**src/rtl/serial_subtractor_if.sv**
```systemverilog
// Operand/result bundle for the bit-serial subtractor.
// The master side issues start and the operands. The slave side returns status and results.
interface serial_subtractor_if #(
    parameter int N = 4
);
    logic         start;
    logic [N-1:0] A;
    logic [N-1:0] B;
    logic         Bin;
    logic         busy;
    logic         done;
    logic [N-1:0] D;
    logic         Bout;
    logic         ovf;

    modport master (
        output start, A, B, Bin,
        input  busy, done, D, Bout, ovf
    );

    modport slave (
        input  start, A, B, Bin,
        output busy, done, D, Bout, ovf
    );
endinterface

```
**src/rtl/serial_subtractor.sv**
```systemverilog
// Bit-serial N-bit subtractor: D = A - B - Bin, processed one bit per clock through a single full-subtractor cell.
// Reports the difference, borrow-out and signed overflow, with a one-cycle done pulse.
module serial_subtractor #(
    parameter int N = 4
) (
    input logic               clk,
    input logic               rst_n,
    serial_subtractor_if.slave bus
);
    localparam int CW = $clog2(N + 1);

    typedef enum logic [1:0] {
        IDLE,
        BUSY,
        DONE
    } state_t;

    state_t       state_q;
    logic [N-1:0] a_q;
    logic [N-1:0] b_q;
    logic [N-1:0] dsr_q;
    logic         br_q;
    logic [CW-1:0] cnt_q;

    logic         busy_q;
    logic         done_q;
    logic [N-1:0] d_q;
    logic         bout_q;
    logic         ovf_q;

    logic         a_bit;
    logic         b_bit;
    logic         d_bit;
    logic         br_d;
    logic [N-1:0] dsr_d;
    logic         last_bit;

    always_comb begin
        a_bit    = a_q[0];
        b_bit    = b_q[0];
        d_bit    = a_bit ^ b_bit ^ br_q;
        br_d     = (~a_bit & b_bit) | (~(a_bit ^ b_bit) & br_q);
        // Difference bits enter at the MSB end, so after N shifts bit 0 holds the first-computed LSB.
        dsr_d    = {d_bit, dsr_q[N-1:1]};
        last_bit = (cnt_q == CW'(N - 1));
    end

    always_ff @(posedge clk or negedge rst_n) begin
        if (!rst_n) begin
            state_q <= IDLE;
            a_q     <= '0;
            b_q     <= '0;
            dsr_q   <= '0;
            br_q    <= 1'b0;
            cnt_q   <= '0;
            busy_q  <= 1'b0;
            done_q  <= 1'b0;
            d_q     <= '0;
            bout_q  <= 1'b0;
            ovf_q   <= 1'b0;
        end else begin
            case (state_q)
                IDLE, DONE: begin
                    done_q <= 1'b0;
                    if (bus.start) begin
                        a_q     <= bus.A;
                        b_q     <= bus.B;
                        br_q    <= bus.Bin;
                        cnt_q   <= '0;
                        busy_q  <= 1'b1;
                        state_q <= BUSY;
                    end else begin
                        state_q <= IDLE;
                    end
                end
                BUSY: begin
                    a_q   <= a_q >> 1;
                    b_q   <= b_q >> 1;
                    br_q  <= br_d;
                    dsr_q <= dsr_d;
                    cnt_q <= cnt_q + 1'b1;
                    if (last_bit) begin
                        // On the MSB, br_q is the borrow into the MSB, so XOR with the borrow out gives overflow.
                        d_q     <= dsr_d;
                        bout_q  <= br_d;
                        ovf_q   <= br_q ^ br_d;
                        busy_q  <= 1'b0;
                        done_q  <= 1'b1;
                        state_q <= DONE;
                    end
                end
                default: begin
                    state_q <= IDLE;
                end
            endcase
        end
    end

    assign bus.busy = busy_q;
    assign bus.done = done_q;
    assign bus.D    = d_q;
    assign bus.Bout = bout_q;
    assign bus.ovf  = ovf_q;
endmodule

```
**src/flat_wrapper.sv**
```systemverilog
// flat-port wrapper written by rule: the top's interface ports become plain ports
module serial_subtractor_flat 
#(
    parameter int N = 4
)
  (clk, rst_n, bus_start, bus_A, bus_B, bus_Bin, bus_busy, bus_done, bus_D, bus_Bout, bus_ovf);
  serial_subtractor_if #(.N(N)) bus_i ();
  input logic clk;
  input logic rst_n;
  input wire logic [$bits(bus_i.start)-1:0] bus_start;
  input wire logic [$bits(bus_i.A)-1:0] bus_A;
  input wire logic [$bits(bus_i.B)-1:0] bus_B;
  input wire logic [$bits(bus_i.Bin)-1:0] bus_Bin;
  output wire logic [$bits(bus_i.busy)-1:0] bus_busy;
  output wire logic [$bits(bus_i.done)-1:0] bus_done;
  output wire logic [$bits(bus_i.D)-1:0] bus_D;
  output wire logic [$bits(bus_i.Bout)-1:0] bus_Bout;
  output wire logic [$bits(bus_i.ovf)-1:0] bus_ovf;
  assign bus_i.start = bus_start;
  assign bus_i.A = bus_A;
  assign bus_i.B = bus_B;
  assign bus_i.Bin = bus_Bin;
  assign bus_busy = bus_i.busy;
  assign bus_done = bus_i.done;
  assign bus_D = bus_i.D;
  assign bus_Bout = bus_i.Bout;
  assign bus_ovf = bus_i.ovf;
  serial_subtractor #(.N(N)) u_core (.clk(clk), .rst_n(rst_n), .bus(bus_i));
endmodule
```
**config.mk**
```make
export PLATFORM = sky130hd
export DESIGN_NAME = serial_subtractor_flat
export DESIGN_NICKNAME = d
export VERILOG_FILES = /design/src/rtl/serial_subtractor_if.sv /design/src/rtl/serial_subtractor.sv /design/src/flat_wrapper.sv
export SDC_FILE = /design/constraint.sdc
export NUM_CORES = 1
export LEC_CHECK = 0
export ABC_AREA = 1
export CAP_MARGIN = 20
export CORE_MARGIN = 2
export CORE_UTILIZATION = 51
export CTS_CLUSTER_DIAMETER = 50
export DETAILED_ROUTE_END_ITERATION = 7
export GPL_TIMING_DRIVEN = 1
export PLACE_DENSITY = 0.77
export SYNTH_ARGS = -nofsm -noshare
export SYNTH_HDL_FRONTEND = slang
export SYNTH_SLANG_ARGS = --single-unit
export TNS_END_PERCENT = 100
```
**constraint.sdc**
```tcl
create_clock -name clk -period 1.45 [get_ports clk]
set_input_delay 0.2175 -clock clk [delete_from_list [all_inputs] [get_ports clk]]
set_output_delay 0.2175 -clock clk [all_outputs]
set_load 0.02 [all_outputs]
```
# Word-level counts from Yosys, hierarchy flattened

Cells that the tools add are included.
W data, S select, Z words.

Memories: 0
Bits in read-only memories: 0
Bits in writable memories: 0
Latch bits: 0
Register bits after elaboration: 26
Output and inout bits: 8
Word-level logic and storage cells: 48
Input bits: 12

Muxes and demuxes: 16
Add/sub/neg operators: 1
Div/mod/pow operators: 0
Shifts and indexed selects: 0
Order comparisons: 0
$mul: 0
Reduce and logical (&&, ||, !) cells: 7
Equal/unequal tests: 5
Bitwise logic cells: 8

Operators with widths:

| operator              | number |
|---|---|
| $pmux W4 S2           | 2 |
| $mux W4               | 2 |
| $pmux W1 S2           | 3 |
| $pmux W3 S2           | 1 |
| $reduce_and A2 Y1     | 3 |
| $mux W1               | 5 |
| $pmux W2 S2           | 1 |
| $add A3 B1 Y3 const B | 1 |
| $eq A3 B2 Y1 const B  | 1 |
| $mux W3               | 1 |
| $reduce_and A3 Y1     | 1 |
| $xor A1 B1 Y1         | 3 |
| $and A1 B1 Y1         | 2 |
| $eq A2 B1 Y1 const B  | 1 |
| $eq A2 B2 Y1 const B  | 1 |
| $logic_not A2 Y1      | 1 |
| $mux W2               | 1 |
| $ne A2 B1 Y1 const B  | 1 |
| $ne A2 B2 Y1 const B  | 1 |
| $not A1 Y1            | 2 |
| $reduce_bool A2 Y1    | 1 |
| $reduce_or A2 Y1      | 1 |
| $or A1 B1 Y1          | 1 |

# Logic depth before layout (Yosys ltp)

Gate-level depths: netlist (run 1).

Word-level depth: 5
Depth in mapped cells: 7
Gate-level depth less buffers: 7

# Worst setup path before layout (run 1)

Ideal clock, no wire load.

Kind: register to register
From: register u_core.cnt_q[0]
To: register u_core.cnt_q[2]
Setup slack: 0.202 ns
Setup time: 0.074 ns
Cell stages (with the launch flop): 5
Data required time: 1.376 ns
Data arrival time: 1.174 ns
Cells stage by stage: dfrtp_1 ha_1 ha_1 or2_2 o21ai_2

Longest elaborated chain between the ends: 2

RTL lines:

| item                   | RTL line                | RTL |
|---|---|---|
| start, declared        | serial_subtractor.sv:23 | `logic [CW-1:0] cnt_q;` |
| start signal, assigned | serial_subtractor.sv:81 | `cnt_q <= cnt_q + 1'b1;` |
| $add A3 B1 Y3          | serial_subtractor.sv:81 |  |
| $pmux W3 S2            | serial_subtractor.sv:62 | `case (state_q)` |

Every way passes these cells.
A chain may end at the register's enable or synchronous reset.

# Worst setup path after layout (run 1)

Ends and elaborated chain as after synthesis.

==> results.txt, run 1 <==
The first detailed-routing pass took 4 iterations. In this run the tightest slew margin relative to its limit is 79.2%. At the end of routability-driven placement, the weighted congestion stood at 0.826.

The maximum resistive drop on vdd is 1.13 mV. The global routing usage summed across all routing layers came out at 17.4%. The floorplan step set the die height to 52.4 µm.

The via count of the first global-routing pass came out at 813. The tools report the H-tree depth as 1. The tools report the maximum number of pins on one net before global-route repair as 26. The synthesized area per cell came out at 8.80 µm². The share of cells above drive strength 1 was 15.1%; the number of max-cap violations was 0. For this configuration, the core starts out at a cell density of 54.1%. The tools report the final count of hold timing violations as 0. In the routed design, unresolved DRC markers number 0.

The maximum clock frequency came out at 760 MHz. Setup repair after global routing left no endpoint under its margin. Once detailed placement completed, the half-perimeter wirelength came to 1480 µm. The synthesized netlist devotes 7.53% of its cell area to compound gates. In this run the power density over the cells is 2190 nW/µm².

In this run the cell area measured after placement is 1410 µm². The number of warnings printed during yosys synthesis is 0, and the peak fanout along the critical path is 3. Clock-pin slew was measured on the worst setup and hold paths at 130 ps. After Yosys synthesis, full adders, half adders and majority gates account for 3.77% of the synthesized area. The final routed wire length divided by cell count is 10.6 µm, and the number of core rows is 17. The clock period minus final worst setup slack is 1320 ps. The transition at the pin with the smallest max-transition slack is 312 ps, and the wire length of the first global-routing pass is 3500 µm.

TritonCTS built the clock tree. The number of DRC violations after detailed-routing iteration 0 was 31. The tools report the number of fill cells as 185. The total congestion overflow after global routing was 0. The count of flip-flops with a built-in enable after synthesis is 0, and the fraction of synthesized cell area in xor and xnor cells is 0.732%.

For this run, the post-layout net count is 175. The run gives 25 as the number of sinks driven by the clock tree. The run gives 1560 ps as the arrival time of data at the critical path endpoint. The run gives 2750 µm² as the overall die area. Synthesis produced a netlist whose cell count is 136.

STA classifies the critical path endpoint as a flip-flop. The dominant combinational cell family by area after synthesis was simple AND/OR/NAND/NOR gates. The cell area that synthesis handed to floorplanning was 1200 µm². In the synthesized netlist, mux cells make up 0% of the area. Of the total synthesized cell area, the portion taken by AND, OR, NAND and NOR gates is 24.2%.

The fraction of synthesis flops using an asynchronous set or reset pin works out to 100%. The run gives 0 as the count of final setup violators. The total count of max-transition violations in the final report is 0. The run finished with clean final reports. The tools report the startpoint of the lowest-slack register-to-register path as u_core.cnt_q[0]. The run gives 0 as the final antenna diode count. In this run the standard cell core region covers 2210 µm².

Summing the sequential cell areas from Yosys gives 52.3% of the chip area. The number of antenna violations at the first check in global routing was 0; the number of library cell types mapped by synthesis was 19. The root buffer cell chosen for the clock tree is sky130_fd_sc_hd__clkbuf_4.

Post-synthesis net count: 151. For the data required time at the worst endpoint, the log shows 1700 ps. With fillers left out, the area of the finished cells amounts to 1430 µm². In this run the tool buffered the top-level ports with 19 buffer cells.

Wires add up to 1980 µm. The leakage dissipation was 0.000769 µW. The number of top-level pins was 20. In the synthesized netlist the dominant register cell turns out to be sky130_fd_sc_hd__dfrtp_1. The worst setup path is of the reg -> reg kind. For the worst-skew pair, the clock arrives at the later sink with an insertion delay of 310 ps. The final period utilization was 90.8%; the x dimension of the die was 52.4 µm.

STA classifies the critical path startpoint as a flip-flop. The routed layout has 873 vias. In this run the deepest clock path goes through 2 buffers.

The detail route stage leaves a number of antenna-violating nets equal to 0. The run gives 0 as the hold-fix buffer count after cts. The post-synthesis sequential element count is 25.

TritonCTS created 3 clock buffers. The post-synthesis to final-layout area growth is 19.2%. Tracing the worst setup path back leads to its startpoint at u_core.cnt_q[0]. After detailed routing, the number of vias per cell comes to 4.67. On the final layout, the worst clock skew is 2.20 ps. The class of the tightest hold or removal check was in -> async.

After routing, the total negative slack on setup checks comes to 0 ps.
[path summary, 6_finish.rpt]
check	cells after the start	end	slack, ps
setup reg to reg	4	u_core.cnt_q[2]	130
min in group clk	3	u_core.b_q[3]	460
hold / removal	2	u_core.state_q[0]	250
hold reg to reg	2	u_core.bus.busy	490
setup / recovery	4	u_core.cnt_q[2]	130
max in group asynchronous	2	u_core.cnt_q[1]	960
[placed cells by master, fill, tap and decap left out]
| cell | instances |
|---|---|
| sky130_fd_sc_hd__o21ai_0 | 4 |
| sky130_fd_sc_hd__nand2_1 | 44 |
| sky130_fd_sc_hd__fa_1 | 1 |
| sky130_fd_sc_hd__clkbuf_1 | 1 |
| sky130_fd_sc_hd__buf_4 | 4 |
| sky130_fd_sc_hd__nand3_1 | 13 |
| sky130_fd_sc_hd__inv_4 | 1 |
| sky130_fd_sc_hd__nand2_2 | 3 |
| sky130_fd_sc_hd__nor2_1 | 3 |
| sky130_fd_sc_hd__nor2_4 | 1 |
| sky130_fd_sc_hd__or2_2 | 1 |
| sky130_fd_sc_hd__dlygate4sd2_1 | 8 |
| sky130_fd_sc_hd__dfrtp_1 | 25 |
| sky130_fd_sc_hd__a21oi_2 | 1 |
| sky130_fd_sc_hd__inv_1 | 22 |
| sky130_fd_sc_hd__clkdlybuf4s50_1 | 11 |
| sky130_fd_sc_hd__clkbuf_4 | 3 |
| sky130_fd_sc_hd__inv_2 | 2 |
| sky130_fd_sc_hd__ha_1 | 2 |
| sky130_fd_sc_hd__o21ai_2 | 7 |
| sky130_fd_sc_hd__xnor2_1 | 1 |
| sky130_fd_sc_hd__nand2_4 | 1 |
[report_power, final]
part	leakage (µW)	switching, µW	internal, µW
clock network	0.0000150	195	107
logic	0.000445	955	634
registers	0.000308	199	1030
total	0.000769	1350	1770
[synthesized netlist by cell type, types with 2 or more instances]
cell / n / area, µm²
sky130_fd_sc_hd__buf_6: 3 / 33.8
sky130_fd_sc_hd__dfrtp_1: 25 / 626
sky130_fd_sc_hd__ha_1: 2 / 25.0
sky130_fd_sc_hd__inv_1: 22 / 82.6
sky130_fd_sc_hd__inv_2: 2 / 7.51
sky130_fd_sc_hd__nand2_1: 44 / 165
sky130_fd_sc_hd__nand2_2: 3 / 18.8
sky130_fd_sc_hd__nand3_1: 13 / 65.1
sky130_fd_sc_hd__nor2_1: 3 / 11.3
sky130_fd_sc_hd__o21ai_0: 4 / 20.0
sky130_fd_sc_hd__o21ai_2: 7 / 61.3
[state kept, by name, indices dropped and copies added, names as in the netlist, 2 cells and up]
register	count
u_core.a_q	4
u_core.b_q	4
u_core.bus.D	4
u_core.cnt_q	3
u_core.dsr_q	3
u_core.state_q	2
[layout make-up]
type	instances	area [µm²]	share of cell area, %
Inverter	25	96.3	6.75
Tap cell	28	35.0	2.46
Timing Repair Buffer	23	210	14.7
Sequential cell	25	626	43.9
Clock buffer	4	26.3	1.84
Multi-Input combinational cell	82	433	30.4
[critical path, stage by stage, from the launching register on]
cell and delay (ps):
sky130_fd_sc_hd__dfrtp_1 430, sky130_fd_sc_hd__ha_1 210, sky130_fd_sc_hd__ha_1 260, sky130_fd_sc_hd__or2_2 300, sky130_fd_sc_hd__o21ai_2 60
[metal layers]
metal  wire length (µm)  global-route usage (%)  up-vias
met5                  0                       0        -
met4                 13                    7.69        0
met3                 73                    2.57        2
met2                905                    26.0       15
met1                986                    25.1      397
li1                   -                       -      459
[kinds of logic (layout without fill, tap and decap cells)]
family                   count (synthesis)  count (layout)
XOR/XNOR                                 1               1
adder cells (fa/ha/maj)                  3               3
buffers and inverters                   29              52
flip-flops                              25              25
AO/OA/AOI/OAI                           12              12
AND/OR/NAND/NOR                         66              66
[per-stage QoR]
step / setup slack, ps / utilization (%) / std cells / hold slack [ps] / total power (µW)
final: 134 / 64.5 / 187 / 252 / 3120
after global routing: 46.5 / 64.5 / 187 / 263 / 3430
after detailed placement: 73.8 / 63.7 / 183 / 457 / 2920
after floorplan: 202 / - / 136 / -78.1 / 2490
after global placement: 111 / 63.7 / 183 / 458 / 2880
after CTS: 129 / 64.5 / 187 / 255 / 3160
[timing repair]
action,in CTS,in global routing
hold endpoints to repair,0,0
setup endpoints to repair,8,0
gates resized for setup,8,0
buffers inserted,0,0
Power figures use the tool's default switching activity.
==> run 2: changes to the inputs <==
--- a/config.mk
+++ b/config.mk
@@ -11,6 +11,7 @@
 export CORE_UTILIZATION = 51
 export CTS_CLUSTER_DIAMETER = 50
 export DETAILED_ROUTE_END_ITERATION = 7
+export GPL_ROUTABILITY_DRIVEN = 0
 export GPL_TIMING_DRIVEN = 1
 export PLACE_DENSITY = 0.77
 export SYNTH_ARGS = -nofsm -noshare
==> results of run 2 <==
The final DEF is identical to that of run 1; final timing and power are the same.
